## config.mk

```make
export PLATFORM = sky130hd
export DESIGN_NAME = wb_arbiter
export DESIGN_NICKNAME = d
export VERILOG_FILES = /design/src/rtl/wb_pkg.sv /design/src/rtl/wb_src_fifo.sv /design/src/rtl/wb_arbiter.sv
export SDC_FILE = /design/constraint.sdc
export NUM_CORES = 1
export LEC_CHECK = 0
export ABC_AREA = 1
export CORE_AREA = 5 5 288 290
export DETAILED_ROUTE_END_ITERATION = 6
export DIE_AREA = 0 0 293 295
export GPL_TIMING_DRIVEN = 0
export SLEW_MARGIN = 20
export SYNTH_ARGS = -nofsm -noshare
export SYNTH_HDL_FRONTEND = slang
export SYNTH_SLANG_ARGS = --single-unit
```

## constraint.sdc

```tcl
create_clock -name clk -period 15 [get_ports clk]
set_input_delay 2.25 -clock clk [delete_from_list [all_inputs] [get_ports clk]]
set_output_delay 2.25 -clock clk [all_outputs]
set_load 0.01 [all_outputs]
```

## src/rtl/wb_pkg.sv

```systemverilog
// Shared constants and the result entry type for the writeback arbiter.
package wb_pkg;

    localparam int DEF_DATA_WIDTH = 32;
    localparam int DEF_TAG_WIDTH  = 6;
    localparam int DEF_NUM_SRC    = 6;
    localparam int DEF_NUM_LANES  = 2;

    typedef struct packed {
        logic [DEF_TAG_WIDTH-1:0]  tag;
        logic [DEF_DATA_WIDTH-1:0] data;
    } wb_entry_t;

endpackage

```

## src/rtl/wb_src_fifo.sv

```systemverilog
// Per-source result FIFO: registered count and head/tail pointers, synchronous flush.
module wb_src_fifo
    import wb_pkg::*;
#(
    parameter int  DEPTH   = 2,
    parameter type entry_t = wb_entry_t
) (
    input  logic   clk,
    input  logic   rst_n,
    input  logic   push,
    input  logic   pop,
    input  logic   flush,
    input  entry_t push_entry,
    output entry_t head,
    output logic   empty,
    output logic   full
);

    localparam int PTR_W = $clog2(DEPTH);
    localparam int CNT_W = $clog2(DEPTH + 1);

    logic [PTR_W-1:0] head_ptr;
    logic [PTR_W-1:0] tail_ptr;
    logic [CNT_W-1:0] count;
    entry_t           mem [DEPTH];

    // NOTE: sequential state uses non-blocking assignments so every register samples pre-edge values.
    always_ff @(posedge clk or negedge rst_n) begin
        if (!rst_n) begin
            head_ptr <= '0;
            tail_ptr <= '0;
            count    <= '0;
        end else if (flush) begin
            head_ptr <= '0;
            tail_ptr <= '0;
            count    <= '0;
        end else begin
            if (push) tail_ptr <= tail_ptr + 1'b1;
            if (pop)  head_ptr <= head_ptr + 1'b1;
            case ({push, pop})
                2'b10:   count <= count + 1'b1;
                2'b01:   count <= count - 1'b1;
                default: count <= count;
            endcase
        end
    end

    // NOTE: storage is not reset; count alone decides which entries are valid.
    always_ff @(posedge clk) begin
        if (push) mem[tail_ptr] <= push_entry;
    end

    assign head  = mem[head_ptr];
    assign empty = (count == '0);
    assign full  = (count == CNT_W'(DEPTH));

endmodule

```

## src/rtl/wb_arbiter.sv

```systemverilog
// Writeback arbiter: per-source FIFOs, round-robin tag-distinct lane selection, registered write lanes.
// Define WB_BYPASS_EN to let an empty source's incoming result compete in the cycle it is accepted.
module wb_arbiter
    import wb_pkg::*;
#(
    parameter int DATA_WIDTH = DEF_DATA_WIDTH,
    parameter int TAG_WIDTH  = DEF_TAG_WIDTH,
    parameter int NUM_SRC    = DEF_NUM_SRC,
    parameter int NUM_LANES  = DEF_NUM_LANES,
    parameter int FIFO_DEPTH = 2
) (
    input  logic                            clk,
    input  logic                            rst_n,
    input  logic                            flush_i,
    input  logic [NUM_SRC-1:0]              src_valid_i,
    output logic [NUM_SRC-1:0]              src_ready_o,
    input  logic [NUM_SRC*TAG_WIDTH-1:0]    src_tag_i,
    input  logic [NUM_SRC*DATA_WIDTH-1:0]   src_data_i,
    output logic [NUM_LANES-1:0]            wr_en_o,
    output logic [NUM_LANES*TAG_WIDTH-1:0]  wr_tag_o,
    output logic [NUM_LANES*DATA_WIDTH-1:0] wr_data_o
);

    localparam int SRC_W = (NUM_SRC > 1) ? $clog2(NUM_SRC) : 1;

    typedef struct packed {
        logic [TAG_WIDTH-1:0]  tag;
        logic [DATA_WIDTH-1:0] data;
    } lane_entry_t;

    lane_entry_t        in_entry   [NUM_SRC];
    lane_entry_t        head       [NUM_SRC];
    lane_entry_t        lane_entry [NUM_LANES];
    logic [NUM_SRC-1:0] empty, full, push, pop, grant, byp_grant;
    logic [NUM_LANES-1:0] lane_valid;
    logic [SRC_W-1:0]   rr_ptr, rr_next, last_src;

    // Ready is held low during reset so no source believes a transfer happened.
    assign src_ready_o = ~full & {NUM_SRC{~flush_i & rst_n}};
    assign push        = src_valid_i & src_ready_o & ~byp_grant;
    assign pop         = grant & ~empty;

    for (genvar s = 0; s < NUM_SRC; s++) begin : g_src
        assign in_entry[s] = '{tag:  src_tag_i[s*TAG_WIDTH +: TAG_WIDTH],
                               data: src_data_i[s*DATA_WIDTH +: DATA_WIDTH]};

        wb_src_fifo #(
            .DEPTH   (FIFO_DEPTH),
            .entry_t (lane_entry_t)
        ) u_fifo (
            .clk        (clk),
            .rst_n      (rst_n),
            .push       (push[s]),
            .pop        (pop[s]),
            .flush      (flush_i),
            .push_entry (in_entry[s]),
            .head       (head[s]),
            .empty      (empty[s]),
            .full       (full[s])
        );
    end

    // NOTE: every always_comb output gets a default first so no latch is inferred.
    always_comb begin : arb
        int          idx;
        int          n;
        logic        cand_valid;
        logic        cand_byp;
        logic        clash;
        lane_entry_t cand;

        grant      = '0;
        byp_grant  = '0;
        lane_valid = '0;
        last_src   = rr_ptr;
        n          = 0;
        for (int l = 0; l < NUM_LANES; l++) lane_entry[l] = '0;

        for (int k = 0; k < NUM_SRC; k++) begin
            idx = int'(rr_ptr) + k;
            if (idx >= NUM_SRC) idx = idx - NUM_SRC;

            cand_valid = 1'b0;
            cand_byp   = 1'b0;
            cand       = '0;
            for (int s = 0; s < NUM_SRC; s++) begin
                if (s == idx) begin
                    cand_valid = !empty[s];
                    cand       = head[s];
`ifdef WB_BYPASS_EN
                    if (empty[s] && src_valid_i[s] && src_ready_o[s]) begin
                        cand_valid = 1'b1;
                        cand_byp   = 1'b1;
                        cand       = in_entry[s];
                    end
`endif
                end
            end

            // A head whose tag is already on a lane this cycle waits for a later cycle.
            clash = 1'b0;
            for (int l = 0; l < NUM_LANES; l++) begin
                if (l < n && lane_entry[l].tag == cand.tag) clash = 1'b1;
            end

            if (cand_valid && !clash && n < NUM_LANES) begin
                for (int s = 0; s < NUM_SRC; s++) begin
                    if (s == idx) begin
                        grant[s]     = 1'b1;
                        byp_grant[s] = cand_byp;
                    end
                end
                for (int l = 0; l < NUM_LANES; l++) begin
                    if (l == n) begin
                        lane_entry[l] = cand;
                        lane_valid[l] = 1'b1;
                    end
                end
                last_src = SRC_W'(idx);
                n        = n + 1;
            end
        end
    end

    always_comb begin
        rr_next = rr_ptr;
        if (|grant) rr_next = (last_src == SRC_W'(NUM_SRC - 1)) ? '0 : last_src + 1'b1;
    end

    always_ff @(posedge clk or negedge rst_n) begin
        if (!rst_n) begin
            rr_ptr    <= '0;
            wr_en_o   <= '0;
            wr_tag_o  <= '0;
            wr_data_o <= '0;
        end else if (flush_i) begin
            rr_ptr  <= '0;
            wr_en_o <= '0;
        end else begin
            rr_ptr  <= rr_next;
            wr_en_o <= lane_valid;
            for (int l = 0; l < NUM_LANES; l++) begin
                if (lane_valid[l]) begin
                    wr_tag_o[l*TAG_WIDTH +: TAG_WIDTH]    <= lane_entry[l].tag;
                    wr_data_o[l*DATA_WIDTH +: DATA_WIDTH] <= lane_entry[l].data;
                end
            end
        end
    end

endmodule

```

* Yosys cells after proc, flatten, opt, wreduce, memory -nomap -nowiden
Memory sizes are Yosys's and may differ from the RTL's.
Cells that the tools add are included.
** Word-level totals
- Register bits after elaboration :: 105
- Memory bits (writable) :: 456
- Input port bits :: 237
- Output and inout port bits :: 84
- Word-level logic and storage cells :: 457
- Memories kept :: 6
** Memories
- g_src[0].u_fifo.mem :: depth 2, width 38, read ports 1, clocked after memory_dff 0, write ports 1, RTL line wb_src_fifo.sv:25 : entry_t mem [DEPTH];
- g_src[1].u_fifo.mem :: depth 2, width 38, read ports 1, clocked after memory_dff 0, write ports 1, RTL line wb_src_fifo.sv:25
- g_src[2].u_fifo.mem :: depth 2, width 38, read ports 1, clocked after memory_dff 0, write ports 1, RTL line wb_src_fifo.sv:25
- g_src[3].u_fifo.mem :: depth 2, width 38, read ports 1, clocked after memory_dff 0, write ports 1, RTL line wb_src_fifo.sv:25
- g_src[4].u_fifo.mem :: depth 2, width 38, read ports 1, clocked after memory_dff 0, write ports 1, RTL line wb_src_fifo.sv:25
- g_src[5].u_fifo.mem :: depth 2, width 38, read ports 1, clocked after memory_dff 0, write ports 1, RTL line wb_src_fifo.sv:25
** Cells by class
- Add/subtract/negate cells :: 40
- Magnitude comparators :: 21
- Equal/unequal tests :: 63
- Mux-type cells :: 225
- Bitwise logic cells :: 7
- Reductions and logical operators :: 71
** Operators by type and width (count)
- 38-bit 2-to-1 mux :: 47
- 3-bit by 32-bit == test with 1-bit output, first input constant :: 12
- 4-bit by 32-bit == test with 1-bit output, first input constant :: 12
- 76-bit 2-to-1 mux :: 5
- 2-bit by 32-bit == test with 1-bit output, first input constant :: 11
- 32-bit zero test :: 11
- 32-bit 2-to-1 mux :: 10
- 1-bit by 32-bit less-than comparator with 1-bit output, first input constant :: 5
- 2-bit by 32-bit less-than comparator with 1-bit output, first input constant :: 5
- 32-bit by 3-bit less-than comparator with 1-bit output, second input constant :: 5
- 1-bit 2-to-1 mux :: 130
- 32-bit by 2-bit adder with 32-bit output, second input constant :: 4
- 6-bit == test :: 9
- 6-bit 2-to-1 mux :: 6
- 3-bit 2-to-1 mux :: 9
- 2-bit nonzero test :: 13
- 4-bit by 3-bit subtractor with 5-bit output, second input constant :: 5
- 2-bit == test, second input constant :: 12
- 2-bit 2-to-1 mux :: 12
- 2-bit case mux with 2 select lines :: 6
- 4-bit by 3-bit greater-or-equal comparator with 1-bit output, second input constant :: 5
- 1-bit logical AND :: 20
- 6-bit bitwise AND :: 3
- 3-bit nonzero test :: 6
- other kinds (19) :: 64

* Longest topological paths before layout
- Depth after elaboration :: 54
- Depth in mapped cells :: 67
- Gate-level depth less buffers :: 65

* By module
From an unflattened synthesis, not the netlist that was laid out.
** Second synthesis, totals
- Cell total of the unflattened synthesis :: 4156
- Area, all modules :: 35479.0 um2
** By module, submodules not included
- wb_src_fifo :: times used 6, cells an instance 150, area each 2974.1 um2, seq. area each 2382.3 um2
- wb_arbiter :: times used 1, cells an instance 3256, area each 17634.4 um2, seq. area each 2026.9 um2

* Worst setup path before layout
OpenSTA, ideal clock, no wires.
- Path kind :: reg-to-reg
- From :: reg rr_ptr[0]
- To :: reg wr_data_o[29]
- Setup time :: 0.124 ns
- Arrival :: 7.785 ns
- Data required time :: 14.876 ns
- Path slack :: 7.091 ns
- Stages on the path, launching flop included :: 52
- Buffers on the path :: 8
- Period minus slack after synthesis :: 7.909 ns
- Cells stage by stage :: dfrtp_1 inv_2 clkbuf_1 ha_1 ha_1 inv_1 ha_1 nand2_2 nand2_1 nand2_4 nor2_4 and2_1 buf_4 buf_4 nand2_1 nand2_1 xnor2_1 nand2_1 [... 16 more ...] nand2_4 buf_6 nor2_2 inv_1 nand2_1 ha_1 a21oi_1 nand2_1 nor2_2 nand2_2 nand2_1 buf_4 nor2_1 clkbuf_1 mux2_2 or2_2 o211ai_1 nand2_1
** Between the ends
- Cells in the longest elaborated chain, start to end :: 51
- Elaborated cells on any way between the ends :: 236
- Classes of those cells :: add/sub: 15; order compare: 21; eq/ne: 43; mux: 119; reduce/logical: 38
** RTL lines
- start, declared :: RTL line wb_arbiter.sv:36 : logic [SRC_W-1:0] rr_ptr, rr_next, last_src;
- start signal, assigned :: RTL line wb_arbiter.sv:140 : rr_ptr <= rr_next;
- 3-bit by 3-bit subtractor with 4-bit output (tied with other cells) :: RTL line wb_arbiter.sv:81 : if (idx >= NUM_SRC) idx = idx - NUM_SRC;
- 32-bit 2-to-1 mux (tied with other cells) :: RTL line wb_arbiter.sv:81
- 32-bit zero test or 32-bit 2-to-1 mux (tied branches) :: RTL line wb_arbiter.sv:87, wb_arbiter.sv:81
- 1-bit 2-to-1 mux (tied with other cells) :: RTL line wb_arbiter.sv:87 : if (s == idx) begin
- 1-bit 2-to-1 mux or 38-bit 2-to-1 mux (tied branches) (5 in series) :: RTL line wb_arbiter.sv:87
- 1-bit 2-to-1 mux (tied with other cells) :: RTL line wb_arbiter.sv:106 : if (cand_valid && !clash && n < NUM_LANES) begin
- 1-bit by 32-bit less-than comparator with 1-bit output or 6-bit == test (tied branches) :: RTL line wb_arbiter.sv:103 : if (l < n && lane_entry[l].tag == cand.tag) clash = 1'b1;
- 1-bit logical AND :: RTL line wb_arbiter.sv:103
- [... 29 more ...]
- 32-bit 2-to-1 mux or 76-bit 2-to-1 mux (tied branches) :: RTL line wb_arbiter.sv:106
- 1-bit by 32-bit less-than comparator with 1-bit output or 6-bit == test (tied branches) :: RTL line wb_arbiter.sv:103
- 1-bit logical AND :: RTL line wb_arbiter.sv:103
- 1-bit 2-to-1 mux (2 in series) :: RTL line wb_arbiter.sv:103
- 1-bit zero test :: RTL line wb_arbiter.sv:106
- 1-bit logical AND (2 in series) :: RTL line wb_arbiter.sv:106
- 2-bit 2-to-1 mux :: RTL line wb_arbiter.sv:106
- 2-bit AND reduction (no line)
- end signal, assigned by index :: RTL line wb_arbiter.sv:145 : wr_data_o[l*DATA_WIDTH +: DATA_WIDTH] <= lane_entry[l].data;
- end, declared :: RTL line wb_arbiter.sv:21 : output logic [NUM_LANES*DATA_WIDTH-1:0] wr_data_o
Parallel ways exist; a longest one is shown, timed or not.
A chain may end at the register's enable or synchronous reset.

* Final worst setup path
- From :: reg rr_ptr[0]
- To :: reg wr_tag_o[4]
** Between the ends
- Cells in the longest elaborated chain, start to end :: 51
- Elaborated cells on any way between the ends :: 236
- Classes of those cells :: add/sub: 15; order compare: 21; eq/ne: 43; mux: 119; reduce/logical: 38
** RTL lines
- 3-bit by 3-bit subtractor with 4-bit output (tied with other cells) :: RTL line wb_arbiter.sv:81
- 32-bit 2-to-1 mux (tied with other cells) :: RTL line wb_arbiter.sv:81
- 32-bit zero test or 32-bit 2-to-1 mux (tied branches) :: RTL line wb_arbiter.sv:87, wb_arbiter.sv:81
- 1-bit 2-to-1 mux (tied with other cells) :: RTL line wb_arbiter.sv:87
- 1-bit 2-to-1 mux or 38-bit 2-to-1 mux (tied branches) (5 in series) :: RTL line wb_arbiter.sv:87
- 1-bit 2-to-1 mux (tied with other cells) :: RTL line wb_arbiter.sv:106
- 1-bit by 32-bit less-than comparator with 1-bit output or 6-bit == test (tied branches) :: RTL line wb_arbiter.sv:103
- 1-bit logical AND :: RTL line wb_arbiter.sv:103
- [... 29 more ...]
- 32-bit 2-to-1 mux or 76-bit 2-to-1 mux (tied branches) :: RTL line wb_arbiter.sv:106
- 1-bit by 32-bit less-than comparator with 1-bit output or 6-bit == test (tied branches) :: RTL line wb_arbiter.sv:103
- 1-bit logical AND :: RTL line wb_arbiter.sv:103
- 1-bit 2-to-1 mux (2 in series) :: RTL line wb_arbiter.sv:103
- 1-bit zero test :: RTL line wb_arbiter.sv:106
- 1-bit logical AND (2 in series) :: RTL line wb_arbiter.sv:106
- 2-bit 2-to-1 mux :: RTL line wb_arbiter.sv:106
- 2-bit AND reduction (no line)
- end signal, assigned by index :: RTL line wb_arbiter.sv:144 : wr_tag_o[l*TAG_WIDTH +: TAG_WIDTH] <= lane_entry[l].tag;
- end, declared :: RTL line wb_arbiter.sv:20 : output logic [NUM_LANES*TAG_WIDTH-1:0] wr_tag_o,
Parallel ways exist; a longest one is shown, timed or not.

==> run summary <==
==========================================================================================
Result of the run ........................................................... finished, final reports clean
Synthesized-area fraction occupied by and/or/nand/nor cells .................        20.2%
Setup repair after global routing missed its margin .........................        false
Non-filler cells in the finished layout .....................................         5933
Clock buffer count from CTS .................................................           60
CTS-repair resized insts ....................................................            0
Arrival time at the worst endpoint ..........................................     12.41 ns
Routed Wire Length ..........................................................    168000 um
Class of the worst hold path ................................................ flop to flop
Commonest non-fill, non-tap cell in the layout ..............................      nand2_1
Timing-limited maximum frequency ............................................     84.4 MHz
Full die area ...............................................................  86400 sq um
Bufs and invs on worst path .................................................           13
Count of input and output buffers ...........................................          319
Xor/xnor cell area share of the yosys netlist ...............................       0.463%
Gr usage total ..............................................................        37.3%
Vertical die dimension ......................................................       295 um
Clock tree from TritonCTS ...................................................        built
Nets in the synthesized netlist .............................................         4685
Fraction of post-synthesis cell area in the top cell type by area ...........        38.4%
Inst Count DP ...............................................................         5819
Clock Tree Buf Depth ........................................................            3
Met3 track demand over resource .............................................        4.26%
Layout cells sized above 1 ..................................................        6.79%
Synth Warn # ................................................................            0
EDFF count, synth ...........................................................          456
Syn_area_per_cell ...........................................................   8.06 sq um
Top fanout value on the critical path .......................................           11
Actual transition at the worst max-transition pin ...........................      1.22 ns
Worst slew margin relative to its limit .....................................        17.6%
Number of setup violations in the final report ..............................            0
Clock latency on the worst-skew pair ........................................      0.66 ns
Initial standard-cell utilization of the core ...............................        44.5%
Crit path setup slack, layout ...............................................      3.15 ns
Initial antenna violation count .............................................            2
Multiplexer share of the synthesized area ...................................       0.846%
Drt first pass iters ........................................................            7
Fin crit period .............................................................     11.85 ns
Die Width ...................................................................       293 um
Number of levels the H-tree was split into ..................................            2
Kind of start point of the critical path ....................................         flop
Core Region .................................................................  80000 sq um
Post-CTS Hold Buffers .......................................................            0
Post-route DRC ..............................................................            0
Nets@finish .................................................................         5082
Master of the slowest instance on the critical path .........................     clkbuf_1
Met2 track demand over resource .............................................        62.5%
FP Rows .....................................................................          104
Via count of the first global-routing pass ..................................        35400
Detailed placement HPWL .....................................................    137000 um
Number of placed I/O pins ...................................................          321
Grt total ovfl ..............................................................            0
Cell family contributing the most delay on the critical path ................ simple AND/OR/NAND/NOR gates
Post-CTS setup buffer count .................................................            0
Final Hold Fails ............................................................            0
Detail-routed via count per cell ............................................         6.25
Detailed router's first-iteration violation count ...........................         4436
Final Max Slew Viols ........................................................            0
Synth Area in Compound Gates ................................................        23.9%
Placer's final routability congestion estimate ..............................         1.05
Dominant cell type by area after synthesis ..................................     edfxtp_1
Largest cells by area after synthesis ....................................... edfxtp_1, nand2_1, dfrtp_1
Met1 track demand over resource .............................................        46.5%
Cells after synthesis .......................................................         4424
Root Driver .................................................................    clkbuf_16
Clock edge transition at the registers on the reported setup and hold paths .      0.06 ns
Adder-cell share of the synthesized area ....................................       0.843%
Crit path capture type ......................................................         flop
Pre-CTS worst setup slack ...................................................      3.62 ns
First-pass GRT wire length ..................................................    237000 um
Netlist area before placement ...............................................  35600 sq um
Busiest layer in global routing .............................................         met2
Max-cap check violation count ...............................................            0
Fraction of synthesis flops using an asynchronous set or reset pin ..........        18.7%
Critical path's most frequent cell ..........................................      nand2_1
Largest net degree at the start of global routing ...........................           74
Final worst path period share ...............................................        79.0%
Total negative slack ........................................................         0 ns
Cell variety after synth ....................................................           61
Main synth FF type ..........................................................     edfxtp_1
Total number of clock tree sinks ............................................          561
Worst-case clock skew .......................................................    0.0419 ns
Portion of the post-synthesis area used by sequential elements ..............        45.8%
Number of vias after detailed routing .......................................        37100
Dominant combinational cell family by area after synthesis .................. compound AO/OA/AOI/OAI gates
Antenna-violating nets left .................................................            0
Critical path type .......................................................... flop to flop
WP data required ............................................................     15.56 ns
Final routed wire length divided by cell count ..............................      28.3 um
Commonest cells after routing, fill and taps aside .......................... nand2_1, edfxtp_1, o21ai_0, inv_1, clkdlybuf4s50_1
Area growth syn-to-layout ...................................................        19.5%
Number of synthesized register bits .........................................          561
Peak per-stage delay on the critical path ...................................      0.54 ns
==========================================================================================
-- cell families after synthesis --
logic type / after synthesis
adder cells (fa/ha/maj): 24
multiplexers: 29
flip-flops: 561
buffers and inverters: 719
AO/OA/AOI/OAI: 1338
XOR/XNOR: 18
AND/OR/NAND/NOR: 1735
-- metal layers --
layer,share of wire [%],up-vias
li1,-,16500
met1,38,18000
met2,47,2048
met3,7.6,531
met4,7.8,2
met5,0.0077,-
-- final timing paths --
path	slack [ns]	cells after the start	endpoint	from
hold reg to reg	0.48	2	wr_data_o[26]$_DFFE_PN0P_	wr_data_o[26]$_DFFE_PN0P_
max in group asynchronous	12.72	2	wr_data_o[47]$_DFFE_PN0P_	rst_n
min in group asynchronous	1.51	1	g_src[2].u_fifo.count[1]$_DFFE_PN0P_	rst_n
hold / removal	0.48	2	wr_data_o[26]$_DFFE_PN0P_	wr_data_o[26]$_DFFE_PN0P_
setup / recovery	3.15	58	wr_tag_o[4]$_DFFE_PN0P_	rr_ptr[0]$_DFFE_PN0P_
setup reg to reg	3.15	58	wr_tag_o[4]$_DFFE_PN0P_	rr_ptr[0]$_DFFE_PN0P_
-- layout make-up --
type | count | area (sq um)
diodes | 1 | 2.50
plain buffers | 298 | 1220
clock buffers | 77 | 1610
clock inverters | 36 | 355
fillers | 7866 | 37400
inverters | 421 | 1590
multi-input cells | 3144 | 16700
flip-flops and latches | 561 | 16300
well taps | 1060 | 1330
repair buffers | 335 | 3490
-- synth_stat cells (11+ instances only) --
library cell,instances
inv_1,389
edfxtp_1,456
mux2i_1,20
ha_1,24
xor2_1,13
o221ai_1,88
nand4_1,28
nor2_1,163
dfrtp_1,105
o21ai_1,15
o2111ai_1,46
inv_2,22
o21a_1,34
o31ai_1,28
buf_4,11
o211ai_1,163
a221oi_1,43
or2_2,83
a2111oi_0,23
nand3_1,128
buf_1,29
nand2_1,1272
o311ai_0,32
o21ai_0,456
a22oi_1,24
a21oi_1,194
clkbuf_1,225
buf_2,30
o22ai_1,164
-- sequential cells by signal, indices dropped and copies added, names as in the netlist --
register,count
wr_data_o,64
g_src.u_fifo.mem,456
wr_en_o,2
wr_tag_o,12
g_src.u_fifo.count,12
g_src.u_fifo.head_ptr,6
g_src.u_fifo.tail_ptr,6
rr_ptr,3
-- worst min-delay path, cell delays in order (launching register included) --
cell and delay [ns]:
dfrtp_1 0.34, nand2_1 0.06, nand2_1 0.05
-- metrics by stage --
stage                     area (sq um)  hold slack, ns  utilization (%)
after floorplan                  35600           0.482                -
after global placement           40200           0.466             50.2
after detailed placement         40600           0.464             50.7
after CTS                        42600           0.480             53.2
after global routing             42600           0.508             53.2
final                            42600           0.477             53.2
Power is not shown: default switching activity piles up to over one toggle a cycle in this logic, so the estimate is an artifact.
